File: src/rtl/uart_pkg.sv
// uart_pkg: shared FSM state type and oversampling constants for the UART core
package uart_pkg;
  typedef enum logic [2:0] {IDLE, START, DATA, PARITY, STOP} uart_state_e;
  localparam int OVERSAMPLE = 16;
  localparam int MID_SAMPLE = 8;
endpackage

File: src/rtl/uart_baud_tick.sv
// uart_baud_tick: oversample prescaler, one-cycle tick every CLK_DIV clocks
// Ports: clk, rst_n (async, active-low), clr_i (sync restart of the count), tick_o (count == CLK_DIV-1)
module uart_baud_tick #(
  parameter int CLK_DIV = 4
) (
  input  logic clk,
  input  logic rst_n,
  input  logic clr_i,
  output logic tick_o
);
  localparam int W = CLK_DIV > 1 ? $clog2(CLK_DIV) : 1;
  localparam logic [W-1:0] LAST = W'(CLK_DIV - 1);
  logic [W-1:0] cnt_q;
  assign tick_o = cnt_q == LAST;
  always_ff @(posedge clk or negedge rst_n)
    if (!rst_n) cnt_q <= '0;
    else cnt_q <= (clr_i || tick_o) ? '0 : cnt_q + W'(1);
endmodule

File: src/rtl/uart_param.sv
// uart_param: parametrised full-duplex UART with prescaler, 16x RX oversampling, parity and stop-bit options
// Ports: clk, rst_n (async, active-low)
//   TX: tx_data/tx_valid in, tx_ready (idle only), tx_busy, tx_out (idle high)
//   RX: rx_in (async) in, rx_data (held), rx_valid (1-cycle pulse), rx_parity_err, rx_frame_err
module uart_param
  import uart_pkg::*;
#(
  parameter int CLK_DIV    = 4,
  parameter int DATA_BITS  = 8,
  parameter int PARITY_EN  = 0,
  parameter int PARITY_ODD = 0,
  parameter int STOP_BITS  = 1
) (
  input  logic                 clk,
  input  logic                 rst_n,
  input  logic [DATA_BITS-1:0] tx_data,
  input  logic                 tx_valid,
  output logic                 tx_ready,
  output logic                 tx_busy,
  output logic                 tx_out,
  input  logic                 rx_in,
  output logic [DATA_BITS-1:0] rx_data,
  output logic                 rx_valid,
  output logic                 rx_parity_err,
  output logic                 rx_frame_err
);
  localparam logic [3:0] SUB_LAST = 4'(OVERSAMPLE - 1);
  localparam logic [3:0] SUB_MID  = 4'(MID_SAMPLE - 1);
  localparam logic [2:0] DB_LAST  = 3'(DATA_BITS - 1);
  localparam logic [2:0] SB_LAST  = 3'(STOP_BITS - 1);
  localparam logic       P_ODD    = 1'(PARITY_ODD);
  uart_state_e tx_st_q, rx_st_q;
  logic [DATA_BITS-1:0] tx_sh_q, rx_sh_q;
  logic [3:0] tx_sub_q, rx_sub_q;
  logic [2:0] tx_bit_q, rx_bit_q;
  logic [1:0] sync_q;
  logic tx_tick, rx_tick, tx_go, rx_go, tx_par_q, rx_par_q, rx_brk_q, rxs;
  assign tx_go    = tx_valid && tx_st_q == IDLE;
  assign tx_ready = tx_st_q == IDLE;
  assign tx_busy  = !tx_ready;
  assign rxs      = sync_q[1];
  assign rx_go    = rx_st_q == IDLE && !rxs;
  uart_baud_tick #(.CLK_DIV(CLK_DIV)) u_tx_tick (.clk(clk), .rst_n(rst_n), .clr_i(tx_go), .tick_o(tx_tick));
  uart_baud_tick #(.CLK_DIV(CLK_DIV)) u_rx_tick (.clk(clk), .rst_n(rst_n), .clr_i(rx_go), .tick_o(rx_tick));
  // tx_out is registered so the line changes exactly on bit boundaries
  always_ff @(posedge clk or negedge rst_n)
    if (!rst_n) begin
      tx_st_q  <= IDLE;
      tx_sh_q  <= '0;
      tx_par_q <= 1'b0;
      tx_sub_q <= '0;
      tx_bit_q <= '0;
      tx_out   <= 1'b1;
    end else if (tx_go) begin
      tx_st_q  <= START;
      tx_sh_q  <= tx_data;
      tx_par_q <= ^tx_data ^ P_ODD;
      tx_sub_q <= '0;
      tx_bit_q <= '0;
      tx_out   <= 1'b0;
    end else if (tx_st_q != IDLE && tx_tick) begin
      tx_sub_q <= tx_sub_q + 4'd1;
      if (tx_sub_q == SUB_LAST)
        case (tx_st_q)
          START: begin
            tx_st_q <= DATA;
            tx_out  <= tx_sh_q[0];
            tx_sh_q <= tx_sh_q >> 1;
          end
          DATA: if (tx_bit_q != DB_LAST) begin
            tx_bit_q <= tx_bit_q + 3'd1;
            tx_out   <= tx_sh_q[0];
            tx_sh_q  <= tx_sh_q >> 1;
          end else begin
            tx_bit_q <= '0;
            tx_st_q  <= PARITY_EN != 0 ? PARITY : STOP;
            tx_out   <= PARITY_EN != 0 ? tx_par_q : 1'b1;
          end
          PARITY: begin
            tx_st_q <= STOP;
            tx_out  <= 1'b1;
          end
          STOP: if (tx_bit_q == SB_LAST) tx_st_q <= IDLE;
                else tx_bit_q <= tx_bit_q + 3'd1;
          default: tx_st_q <= IDLE;
        endcase
    end
  always_ff @(posedge clk or negedge rst_n)
    if (!rst_n) sync_q <= 2'b11;
    else sync_q <= {sync_q[0], rx_in};
  // START waits half a bit, then every later sample lands mid-bit 16 ticks apart;
  // rx_brk_q parks the FSM in STOP until a low stop bit (break) releases the line
  always_ff @(posedge clk or negedge rst_n)
    if (!rst_n) begin
      rx_st_q       <= IDLE;
      rx_sh_q       <= '0;
      rx_par_q      <= 1'b0;
      rx_brk_q      <= 1'b0;
      rx_sub_q      <= '0;
      rx_bit_q      <= '0;
      rx_data       <= '0;
      rx_valid      <= 1'b0;
      rx_parity_err <= 1'b0;
      rx_frame_err  <= 1'b0;
    end else begin
      rx_valid <= 1'b0;
      if (rx_go) begin
        rx_st_q  <= START;
        rx_sub_q <= '0;
        rx_bit_q <= '0;
      end else if (rx_brk_q) begin
        if (rxs) begin
          rx_brk_q <= 1'b0;
          rx_st_q  <= IDLE;
        end
      end else if (rx_st_q != IDLE && rx_tick) begin
        rx_sub_q <= rx_sub_q + 4'd1;
        case (rx_st_q)
          START: if (rx_sub_q == SUB_MID) begin
            rx_sub_q <= '0;
            rx_st_q  <= rxs ? IDLE : DATA;
          end
          DATA: if (rx_sub_q == SUB_LAST) begin
            rx_sh_q  <= {rxs, rx_sh_q[DATA_BITS-1:1]};
            rx_bit_q <= rx_bit_q + 3'd1;
            if (rx_bit_q == DB_LAST) begin
              rx_bit_q <= '0;
              rx_st_q  <= PARITY_EN != 0 ? PARITY : STOP;
            end
          end
          PARITY: if (rx_sub_q == SUB_LAST) begin
            rx_par_q <= rxs;
            rx_st_q  <= STOP;
          end
          STOP: if (rx_sub_q == SUB_LAST) begin
            rx_data       <= rx_sh_q;
            rx_valid      <= 1'b1;
            rx_parity_err <= PARITY_EN != 0 && (rx_par_q != (^rx_sh_q ^ P_ODD));
            rx_frame_err  <= !rxs;
            rx_brk_q      <= !rxs;
            rx_st_q       <= rxs ? IDLE : STOP;
          end
          default: rx_st_q <= IDLE;
        endcase
      end
    end
endmodule

File: config.mk
export PLATFORM = sky130hd
export DESIGN_NAME = uart_param
export DESIGN_NICKNAME = d
export VERILOG_FILES = /design/src/rtl/uart_pkg.sv /design/src/rtl/uart_baud_tick.sv /design/src/rtl/uart_param.sv
export SDC_FILE = /design/constraint.sdc
export NUM_CORES = 1
export LEC_CHECK = 0
export ABC_AREA = 1
export BUFFER_PORTS_ARGS = -buffer_cell sky130_fd_sc_hd__buf_2
export CORE_MARGIN = 2
export CORE_UTILIZATION = 53
export DETAILED_ROUTE_END_ITERATION = 6
export HOLD_SLACK_MARGIN = 0.03
export PLACE_DENSITY = 0.75
export SYNTH_ARGS = -nofsm -noshare
export SYNTH_HDL_FRONTEND = slang
export SYNTH_HIERARCHICAL = 1
export SYNTH_SLANG_ARGS = --single-unit
File: constraint.sdc
create_clock -name clk -period 1.5 [get_ports clk]
set_input_delay 0.15 -clock clk [delete_from_list [all_inputs] [get_ports clk]]
set_output_delay 0.15 -clock clk [all_outputs]
set_load 0.01 [all_outputs]
==> impl_results.html <==
<table>
<tr><th>Metric</th><th>Value</th></tr>
<tr><th colspan="2">Finish</th></tr>
<tr><td>Post-layout nets</td><td>368</td></tr>
<tr><td>Final std cell area, no fill</td><td>3231 um^2</td></tr>
<tr><td>Final Util</td><td>0.6706</td></tr>
<tr><td>Proportion of layout cells with a drive suffix above 1</td><td>0.3305</td></tr>
<tr><td>Sequential cell area</td><td>1356 um^2</td></tr>
<tr><td>Filler cells</td><td>382</td></tr>
<tr><td>Number of diodes added for antenna fixing</td><td>0</td></tr>
<tr><td>Area Growth Syn to Fin</td><td>20.26%</td></tr>
<tr><td>Non-Filler Instances</td><td>415</td></tr>
<tr><td>Multi-input logic area</td><td>1221 um^2</td></tr>
<tr><th colspan="2">STA</th></tr>
<tr><td>Tcrit/Tclk final</td><td>0.9756</td></tr>
<tr><td>Count of final hold-check violations</td><td>0</td></tr>
<tr><td>RSZ-0062 raised after global routing</td><td>true</td></tr>
<tr><td>Worst Clk Skew</td><td>8.104 ps</td></tr>
<tr><td>Final setup violation count</td><td>0</td></tr>
<tr><td>Final max-slew violation count</td><td>0</td></tr>
<tr><td>Final worst slack</td><td>36.67 ps</td></tr>
<tr><td>Minimum clock period after layout</td><td>1463 ps</td></tr>
<tr><td>Maximum achievable frequency</td><td>683.4 MHz</td></tr>
<tr><th colspan="2">Floorplan</th></tr>
<tr><td>Initial cell density of the core</td><td>0.5577</td></tr>
<tr><td>Die area</td><td>5654 um^2</td></tr>
<tr><td>I/O Pins</td><td>26</td></tr>
<tr><td>Num rows</td><td>25</td></tr>
<tr><td>Die outline height</td><td>75.20 um</td></tr>
<tr><td>Core box area</td><td>4817 um^2</td></tr>
<tr><td>Die width</td><td>75.20 um</td></tr>
<tr><th colspan="2">Setup path</th></tr>
<tr><td>WP data arrival</td><td>1670 ps</td></tr>
<tr><td>Element type at the critical path start</td><td>flop</td></tr>
<tr><td>Buffering stage count on the worst path with inverters included</td><td>1</td></tr>
<tr><td>Data required time at the worst endpoint</td><td>1710 ps</td></tr>
<tr><td>Cell mode on critical path</td><td>sky130_fd_sc_hd__nand2_1</td></tr>
<tr><td>Reg2reg path depth</td><td>9</td></tr>
<tr><td>Top delay family on crit path</td><td>simple AND/OR/NAND/NOR gates</td></tr>
<tr><td>Top fanout value on the critical path</td><td>5</td></tr>
<tr><td>CP peak stage delay</td><td>390 ps</td></tr>
<tr><td>Critical-path cell list</td><td>ha_2 -&gt; nand2_1 -&gt; nor2_1 -&gt; buf_4 -&gt; nand2_2 -&gt; nor2_4 -&gt; nor2_4 -&gt; nand2_1 -&gt; nand2_1</td></tr>
<tr><td>Slowest cell on crit path</td><td>sky130_fd_sc_hd__dfrtp_1</td></tr>
<tr><td>Startpoint-to-endpoint class of the critical path</td><td>reg2reg</td></tr>
<tr><td>Total stage count of the critical path</td><td>9</td></tr>
<tr><td>Kind of end point of the critical path</td><td>flop</td></tr>
<tr><th colspan="2">Synth</th></tr>
<tr><td>Count of flip-flops with a built-in enable after synthesis</td><td>0</td></tr>
<tr><td>Syn_nets</td><td>322</td></tr>
<tr><td>Cell accounting for the most synthesized area</td><td>sky130_fd_sc_hd__dfrtp_1</td></tr>
<tr><td>Most used standard cell by instance count after synthesis</td><td>sky130_fd_sc_hd__nand2_1</td></tr>
<tr><td>Yosys Warn Count</td><td>6</td></tr>
<tr><td>Number of distinct library cells after synthesis</td><td>30</td></tr>
<tr><td>Top cell type's share of synthesized area</td><td>0.4751</td></tr>
<tr><td>Total of flip-flops plus latches after synthesis</td><td>54</td></tr>
<tr><td>Top FF cell, synth</td><td>sky130_fd_sc_hd__dfrtp_1</td></tr>
<tr><td>Commonest cells in the netlist</td><td>80 x sky130_fd_sc_hd__nand2_1, 51 x sky130_fd_sc_hd__dfrtp_1, 34 x sky130_fd_sc_hd__inv_1</td></tr>
<tr><td>Sequential fraction of the synthesis area</td><td>0.5044</td></tr>
<tr><td>Combined area of all synthesized cells</td><td>2686 um^2</td></tr>
<tr><td>Share of flip-flops with an asynchronous set or reset after synthesis</td><td>1.000</td></tr>
<tr><td>Cell count after synthesis</td><td>301</td></tr>
<tr><td>Largest cells by area after synthesis</td><td>sky130_fd_sc_hd__dfrtp_1 48%, sky130_fd_sc_hd__nand2_1 11%, sky130_fd_sc_hd__o21ai_2 6.5%, sky130_fd_sc_hd__inv_1 4.8%, sky130_fd_sc_hd__ha_1 4.2%</td></tr>
<tr><td>Post-synthesis average cell area</td><td>8.925 um^2</td></tr>
<tr><th colspan="2">Routing</th></tr>
<tr><td>Avg WL per Cell</td><td>12.45 um</td></tr>
<tr><td>Routed wl met2</td><td>2.502 mm</td></tr>
<tr><td>Top layer reached by signal wires</td><td>met4</td></tr>
<tr><td>Detailed-route via count</td><td>2,095</td></tr>
<tr><td>M1 wire length</td><td>2.431 mm</td></tr>
<tr><td>Remaining antenna violation count after routing</td><td>0</td></tr>
<tr><td>Routed wl met3</td><td>172 um</td></tr>
<tr><td>Via density</td><td>5.048</td></tr>
<tr><td>Iteration-0 DRC count of the detailed router</td><td>99</td></tr>
<tr><td>Post-Route WL</td><td>5.167 mm</td></tr>
<tr><td>First-pass DRT Iterations</td><td>4</td></tr>
<tr><td>DRC Markers</td><td>0</td></tr>
<tr><th colspan="2">Global route</th></tr>
<tr><td>Total routing resource utilization after global routing</td><td>0.1877</td></tr>
<tr><td>Maximum number of pins on one net before global-route repair</td><td>55</td></tr>
<tr><td>Residual overflow from global routing</td><td>0</td></tr>
<tr><td>Number of antenna violations at the first check in global routing</td><td>0</td></tr>
<tr><td>Via count of the first global-routing pass</td><td>1,838</td></tr>
<tr><td>Global-route wire length before repair</td><td>8.059 mm</td></tr>
<tr><th colspan="2">Pwr</th></tr>
<tr><td>VDD IR-drop max</td><td>0.7665 mV</td></tr>
<tr><td>Total power per unit cell area</td><td>1513 nW/um^2</td></tr>
<tr><td>Power consumption</td><td>4.888 mW</td></tr>
<tr><td>Lkg Pwr</td><td>1.620 nW</td></tr>
<tr><th colspan="2">Place</th></tr>
<tr><td>Routability congestion estimate</td><td>0.7961</td></tr>
<tr><td>Port Buffers</td><td>24</td></tr>
<tr><td>Post-placement worst setup slack</td><td>-33.96 ps</td></tr>
<tr><td>Placed insts</td><td>397</td></tr>
<tr><td>Post-DP Area</td><td>2953 um^2</td></tr>
<tr><td>Detail Placement HPWL</td><td>3.335 mm</td></tr>
<tr><th colspan="2">Clock tree</th></tr>
<tr><td>Sink Count</td><td>54</td></tr>
<tr><td>Count of H-tree levels built during CTS</td><td>2</td></tr>
<tr><td>Clock transition at the registers of the reported paths</td><td>100 ps</td></tr>
<tr><td>TritonCTS clock tree</td><td>built</td></tr>
<tr><td>Maximum buffer depth of the clock tree</td><td>2</td></tr>
<tr><td>TritonCTS buffer count</td><td>5</td></tr>
<tr><td>Insertion delay of the later-clocked pin in the worst-skew pair</td><td>310 ps</td></tr>
<tr><td>Clock root buffer</td><td>sky130_fd_sc_hd__clkbuf_8</td></tr>
<tr><th colspan="2">Hold path</th></tr>
<tr><td>Type of the tightest min-delay check</td><td>in2reg</td></tr>
<tr><td>Number of cells on the worst hold path</td><td>3</td></tr>
<tr><th colspan="2">Run status</th></tr>
<tr><td>Result of the run</td><td>finished, final reports clean</td></tr>
<tr><th colspan="2">Job</th></tr>
<tr><td>MaxCap Viol Count</td><td>0</td></tr>
</table>
==> metrics by stage <==
stage	hold slack (ps)	TNS [ps]
after floorplan	-145.6	0
after global placement	167.9	0
after detailed placement	165.1	-94.71
after CTS	35.70	0
after global routing	60.43	-458.0
final	48.32	0
==> cells by family after synthesis <==
| group | share of synthesized area |
|---|---|
| simple gates | 0.2403 |
| other cells | 0.001396 |
| fa+ha+maj | 0.04192 |
| compound gates | 0.1341 |
| xor+xnor | 0.003261 |
| buf+inv | 0.07452 |
| flops | 0.5044 |
==> power by group <==
group          switching [mW]  internal, mW  leakage [nW]
sequential              0.254          1.78         0.711
combinational            1.20         0.811         0.865
clock                   0.499         0.338        0.0447
==> final cells by class <==
| cell class | count | share of cell area |
|---|---|---|
| Sequential cell | 54 | 0.4198 |
| Multi-Input combinational cell | 205 | 0.3780 |
| Timing Repair Buffer | 45 | 0.1053 |
| Inverter | 36 | 0.04183 |
| Tap cell | 67 | 0.02595 |
| Clock buffer | 5 | 0.02130 |
| Clock inverter | 3 | 0.007746 |
==> worst paths after layout <==
path	from	endpoint	slack, ps
max	rx_sub_q[1]	rx_bit_q[2]	40
min	tx_data[7]	tx_sh_q[7]	50
max reg2reg	rx_sub_q[1]	rx_bit_q[2]	40
min reg2reg	sync_q[0]	sync_q[1]	370
max in group asynchronous	rst_n	sync_q[1]	860
min in group asynchronous	rst_n	tx_sh_q[1]	360
==> metal layers <==
layer,vias up,GRT usage
met5,-,0
met4,0,0.06238
met3,8,0.04418
met2,35,0.2943
met1,993,0.2596
li1,1059,-
==> cell usage in the layout (no fill, tap or decap), types with 9 or more instances in the layout <==
master                    synthesis  routed
sky130_fd_sc_hd__nand2_1         80      71
sky130_fd_sc_hd__dfrtp_1         51      50
sky130_fd_sc_hd__inv_1           34      32
sky130_fd_sc_hd__buf_2            1      24
sky130_fd_sc_hd__o21ai_2         20      20
sky130_fd_sc_hd__nand3_1         16      15
sky130_fd_sc_hd__nor2_1          17      15
sky130_fd_sc_hd__o21ai_0         19      15
sky130_fd_sc_hd__buf_4            2      13
sky130_fd_sc_hd__nand2_2          4      10
sky130_fd_sc_hd__o21ai_1          5       9
==> worst register-to-register path, delay by kind of cell (launching register included) <==
family	cells	cell delay (ps)
buffers and inverters	1	150
DFF	1	390
and+or+nand+nor	7	620
adders and majority gates	1	200
==> state kept, by name, indices dropped and copies added (netlist names), 2 cells and up <==
register	flops
rx_data	8
tx_sh_q	8
rx_sh_q	8
u_tx_tick/cnt_q	2
u_rx_tick/cnt_q	2
tx_st_q	3
rx_st_q	3
tx_sub_q	4
rx_sub_q	4
rx_bit_q	3
tx_bit_q	3
sync_q	2
==> timing repair <==
| action | in CTS | in global routing |
|---|---|---|
| gates resized for setup | 3 | 29 |
| endpoints found under the hold margin | 52 | 0 |
| hold buffers | 2 | 0 |
| buffers inserted | 0 | 7 |
| gates cloned | 0 | 1 |
| setup endpoints to repair | 12 | 28 |
| pin swaps | 0 | 10 |
(Power assumes the default switching activity.)
